### src/rtl/if_fetch_stage.sv
// if_fetch_stage: instruction fetch stage of the 5-stage DLX pipeline
// (producer side of the IF/ID interface).
//
// Holds the PC and fetches one word at a time over a req/valid handshake.
// After every lw it inserts a one-cycle NOP bubble, which gives decode its
// load-use gap. It honours downstream stall and branch/jump redirect, and
// discards a fetch that is still in flight when a redirect arrives.
//
// Ports:
//   clk, rst_n       clock (rising edge), asynchronous active-low reset
//   imem_req/addr    fetch strobe (one cycle per request) and address
//   imem_rdata/valid returned word and its valid strobe
//   stall            downstream hold: instr_if/pc_if/instr_valid/lw_bubble freeze
//   redirect(_pc)    taken branch/jump pulse and its target
//   instr_if/pc_if   instruction and its PC, to decode
//   instr_valid      instr_if is a real fetched instruction
//   lw_bubble        high while the post-lw NOP is presented
//
// Optional build macro IF_PERF_CNT_EN adds perf_fetch_cnt (issues) and
// perf_bubble_cnt (lw bubbles + redirect flushes), both 16-bit saturating.
module if_fetch_stage #(
  parameter logic [31:0] RESET_PC  = 32'h0000_0000,
  parameter logic [31:0] NOP_WORD  = 32'h0000_0000,
  parameter logic [5:0]  LW_OPCODE = 6'b100011
) (
  input  logic        clk,
  input  logic        rst_n,
  output logic        imem_req,
  output logic [31:0] imem_addr,
  input  logic [31:0] imem_rdata,
  input  logic        imem_valid,
  input  logic        stall,
  input  logic        redirect,
  input  logic [31:0] redirect_pc,
  output logic [31:0] instr_if,
  output logic [31:0] pc_if,
  output logic        instr_valid,
`ifdef IF_PERF_CNT_EN
  output logic [15:0] perf_fetch_cnt,
  output logic [15:0] perf_bubble_cnt,
`endif
  output logic        lw_bubble
);

  typedef enum logic [2:0] {
    S_REQ    = 3'd0,
    S_WAIT   = 3'd1,
    S_HOLD   = 3'd2,
    S_BUBBLE = 3'd3,
    S_DRAIN  = 3'd4
  } state_t;

  state_t      state, state_n;
  logic [31:0] pc, pc_n;
  logic [31:0] fb, fb_n;
  logic [31:0] instr_n, pc_if_n;
  logic        valid_n, bub_n;
  logic        issue;
  logic [31:0] issue_word;
  logic        bubble_evt;

  // Request is decoded from state; gated by reset so nothing is requested
  // while the stage is held in reset.
  assign imem_req  = rst_n && (state == S_REQ);
  assign imem_addr = pc;

  always_comb begin
    state_n    = state;
    pc_n       = pc;
    fb_n       = fb;
    instr_n    = instr_if;
    pc_if_n    = pc_if;
    valid_n    = instr_valid;
    bub_n      = lw_bubble;
    issue      = 1'b0;
    issue_word = fb;
    bubble_evt = 1'b0;

    if (redirect) begin
      // Flush wins over stall and over any issue this cycle.
      pc_n    = redirect_pc & ~32'h3;
      instr_n = NOP_WORD;
      valid_n = 1'b0;
      bub_n   = 1'b0;
      case (state)
        // Outstanding fetch not yet returned: swallow it in DRAIN.
        // If the data lands this very cycle it is dropped and the fetch
        // is complete, so there is nothing left to drain.
        S_WAIT,
        S_DRAIN: state_n = imem_valid ? S_REQ : S_DRAIN;
        default: state_n = S_REQ;
      endcase
    end else begin
      case (state)
        S_REQ: state_n = S_WAIT;
        S_WAIT: begin
          if (imem_valid) begin
            fb_n = imem_rdata;
            if (!stall) begin
              issue      = 1'b1;
              issue_word = imem_rdata;
              state_n    = (imem_rdata[31:26] == LW_OPCODE) ? S_BUBBLE : S_REQ;
            end else begin
              state_n = S_HOLD;
            end
          end
        end
        S_HOLD: begin
          if (!stall) begin
            issue      = 1'b1;
            issue_word = fb;
            state_n    = (fb[31:26] == LW_OPCODE) ? S_BUBBLE : S_REQ;
          end
        end
        S_BUBBLE: begin
          if (!stall) begin
            bubble_evt = 1'b1;
            state_n    = S_REQ;
          end
        end
        S_DRAIN: begin
          if (imem_valid) state_n = S_REQ;
        end
        default: state_n = S_REQ;
      endcase

      // Presentation registers only move when decode is not stalled.
      if (!stall) begin
        if (issue) begin
          instr_n = issue_word;
          pc_if_n = pc;
          valid_n = 1'b1;
          bub_n   = 1'b0;
          pc_n    = pc + 32'd4;  // wraps modulo 2^32
        end else if (bubble_evt) begin
          instr_n = NOP_WORD;
          valid_n = 1'b0;
          bub_n   = 1'b1;
        end else begin
          instr_n = NOP_WORD;
          valid_n = 1'b0;
          bub_n   = 1'b0;
        end
      end
    end
  end

  always_ff @(posedge clk or negedge rst_n) begin
    if (!rst_n) begin
      state       <= S_REQ;
      pc          <= RESET_PC;
      fb          <= 32'h0;
      instr_if    <= NOP_WORD;
      pc_if       <= RESET_PC;
      instr_valid <= 1'b0;
      lw_bubble   <= 1'b0;
    end else begin
      state       <= state_n;
      pc          <= pc_n;
      fb          <= fb_n;
      instr_if    <= instr_n;
      pc_if       <= pc_if_n;
      instr_valid <= valid_n;
      lw_bubble   <= bub_n;
    end
  end

`ifdef IF_PERF_CNT_EN
  always_ff @(posedge clk or negedge rst_n) begin
    if (!rst_n) begin
      perf_fetch_cnt  <= 16'h0;
      perf_bubble_cnt <= 16'h0;
    end else begin
      if (issue && !redirect && perf_fetch_cnt != 16'hFFFF)
        perf_fetch_cnt <= perf_fetch_cnt + 16'd1;
      if ((bubble_evt || redirect) && perf_bubble_cnt != 16'hFFFF)
        perf_bubble_cnt <= perf_bubble_cnt + 16'd1;
    end
  end
`endif

endmodule
### config.mk
export PLATFORM = sky130hd
export DESIGN_NAME = if_fetch_stage
export DESIGN_NICKNAME = d
export VERILOG_FILES = /design/src/rtl/if_fetch_stage.sv
export SDC_FILE = /design/constraint.sdc
export NUM_CORES = 1
export LEC_CHECK = 0
export BUFFER_PORTS_ARGS = -buffer_cell sky130_fd_sc_hd__buf_4
export CAP_MARGIN = 20
export CORE_UTILIZATION = 30
export DETAILED_ROUTE_END_ITERATION = 16
export PLACE_DENSITY_LB_ADDON = 0.12
export REMOVE_ABC_BUFFERS = 1
export SYNTH_ARGS = -nofsm -noshare
export SYNTH_HDL_FRONTEND = slang
export SYNTH_SLANG_ARGS = --single-unit
### constraint.sdc
create_clock -name clk -period 2.44 [get_ports clk]
set_clock_uncertainty 0.2 [all_clocks]
set_input_delay 0.244 -clock clk [delete_from_list [all_inputs] [get_ports clk]]
set_output_delay 0.244 -clock clk [all_outputs]
set_load 0.03 [all_outputs]
==> run metrics <==
Tot Pwr=7.44 mW; vias in the first global route=5013; core area=a little under 0.02 mm^2; dominant cell type by area after synthesis=dfrtp_1; initial antenna violation count=0; Nets=827; DP HPWL=around 10000 um; DR iter-0 viols=between 200 and 250; # H-tree levels=4; CTS sink cnt=approximately 130; worst setup margin=0.137 ns; Slew Limit Headroom=0.496; total wire length=16500 um; Int Power=5.13 mW; final setup fails=0; Max Fclk=434 MHz; grt total ovfl=0; largest net degree at the start of global routing=130; Mean Syn Cell Area=around 11 um^2; Die Y-Extent=143 um; Mapped Cells=526; storage element area=approximately 0.0032 mm^2; I/O pins=168; share of post-route cells with drive strength above 1=0.374; Clock power frac=0.349; min Tclk post-route=2.30 ns; Data required, critical path=2.57 ns; Routed WL per cell=15.9 um; most frequent cells in the layout=buf_4, dfrtp_1, dlygate4sd3_1; Via density=roughly 4.8; CP Capture Type=register; pwr/cell area=843 mW/mm^2; critical path class=reg -> reg; WHS=~0.039 ns; clock slew at reported path FFs=0.06 ns; First-pass DRT Iterations=4; post-CTS setup buffer count=0; P_leak=3.87 nW; Antenna diodes=0; Clock Latency Late Sink=roughly 0.42 ns; max-cap viol count=0; Place WS=around 0.14 ns; placed inst area=0.00755 mm^2; synthesized area=0.00595 mm^2; status=complete, no violations; crit path cell chain=nand3_2 -> or4_4 -> or4_1 -> a31oi_1; Final Max Tran Viols=0; post-synthesis sequential area ratio=0.542; Post-synth EDFFs=0; final period utilization=0.944; Comb pwr share=0.267; clock buffer depth=2; CTS buffer count=17; count of cell types in the netlist=48; area of the multi-input gates=0.00254 mm^2; gr usage total=0.168; Synth Register Bits=129; via count=about 5000; FFs w/ async S/R, synth=1.00; Max VDD drop=roughly 470 uV; Layout area overhead=48.2%; Largest stage delay, worst path=0.71 ns; sequential power share=0.383; most common cell after layout, fill and taps aside=buf_4; fin area=just under 0.009 mm^2; Fillers=1893; Starting Density=0.306; Worst path slowest cell=or4_4; die area=between 0.02 and 0.025 mm^2; PortBufs=161; post-synth top area share=0.542; CTS tree=done; largest cells by area after synthesis=dfrtp_1, mux2_2, mux2i_1; CP arrival=2.44 ns; clk root buf=clkbuf_16; Final Hold Viols=0; Max FO, Critical Path=29; Die X-Extent=~140 um; Post-synth top flop=dfrtp_1; RSZ-0062 raised after global routing=false; number of synthesis warnings=0; startpoint type of the worst setup path=register; antenna viol nets, final=0; Switch Pwr=2.30 mW; sw frac=0.310; Hold Path Class=in -> reg; DRC viols=0; worst slew pin tran=0.755 ns; first-pass GRT wire length=between 20000 and 30000 um; gpl congestion=0.735; FP Rows=51
==> registers in the layout (all words and copies together) (netlist names) <==
name,flops
instr_if,32
instr_valid,1
fb,32
imem_addr,30
lw_bubble,1
state,3
pc_if,30
==> layer usage <==
layer  up-vias  global-route usage  wire [um]  part of all wire
met5         -                   0          0                 0
met4         0              0.0594        169             0.010
met3        12              0.0335        700             0.042
met2       133               0.266       7750              0.47
met1      2472               0.228       7880              0.48
li1       2391                   -          -                 -
==> repair_timing <==
item,4_1_cts,5_1_grt
gates resized for setup,0,1
hold endpoints to repair,225,0
hold buffers,66,0
setup endpoints to repair,0,2
==> critical path: cells and delay by family (launching register included) <==
kind,cells,cell delay (ns)
compound gates,1,0.18
flops,1,0.43
simple gates,3,1.41
==> cells in the mapped netlist, types with 3 or more instances <==
library cell	count
buf_2	13
nor3_1	3
inv_1	4
o31a_1	3
and3_1	5
nand2_1	47
nand2b_1	3
or4_1	21
o2111ai_1	5
nor2_1	27
dfrtp_1	129
buf_4	4
mux2_2	60
nor4_1	5
o211ai_1	7
o31ai_1	19
xor2_1	3
clkbuf_1	23
a31oi_1	22
nand3_1	9
o21ai_0	47
mux2i_1	34
==> worst paths after layout <==
| kind | slack, ns | from | to | depth (start not counted) |
|---|---|---|---|---|
| worst min register to register | 0.28 | instr_if[9] | instr_if[9] | 2 |
| min in group asynchronous | 0.28 | rst_n | fb[6] | 3 |
| worst max register to register | 0.14 | imem_addr[12] | imem_addr[22] | 4 |
| worst min-delay path | 0.04 | redirect | imem_addr[3] | 3 |
| worst max-delay path | 0.14 | imem_addr[12] | imem_addr[22] | 4 |
| max in group asynchronous | 1.17 | rst_n | fb[13] | 3 |
==> through the flow <==
step	cells	setup TNS [ns]	util
after CTS	1035	0	0.453
after global placement	937	0	0.388
final	1035	0	0.453
after detailed placement	937	0	0.388
after global routing	1035	0	0.453
after floorplan	487	-150.72	-
==> power groups by stage <==
| stage | logic (mW) | clock network [mW] | registers, mW |
|---|---|---|---|
| 3_5_place_dp | 1.92 | 0 | 2.89 |
| 4_1_cts | 2.01 | 2.67 | 2.86 |
| 2_1_floorplan | 0.621 | 0 | 3.38 |
| 6_report | 1.99 | 2.60 | 2.85 |
| 3_3_place_gp | 1.90 | 0 | 2.86 |
| 5_1_grt | 2.13 | 2.74 | 2.92 |
==> cell families (layout without fill, tap and decap cells) <==
family	Yosys count	in the layout	synth area share
AO/OA/AOI/OAI	111	111	0.117
multiplexers	94	94	0.171
adder cells (fa/ha/maj)	1	1	0.00210
XOR/XNOR	5	5	0.00736
flip-flops	129	129	0.542
buffers and inverters	46	287	0.0368
AND/OR/NAND/NOR	139	139	0.123
other	1	4	0.000630
==> area by class of cell <==
type                    count  area share
flip-flops and latches    129       0.366
clock inverters             9      0.0118
repair buffers            251       0.239
inverters                   4     0.00170
clock buffers              23      0.0565
multi-input cells         354       0.288
well taps                 265      0.0376
No activity file was read; power rests on OpenSTA's default activity.
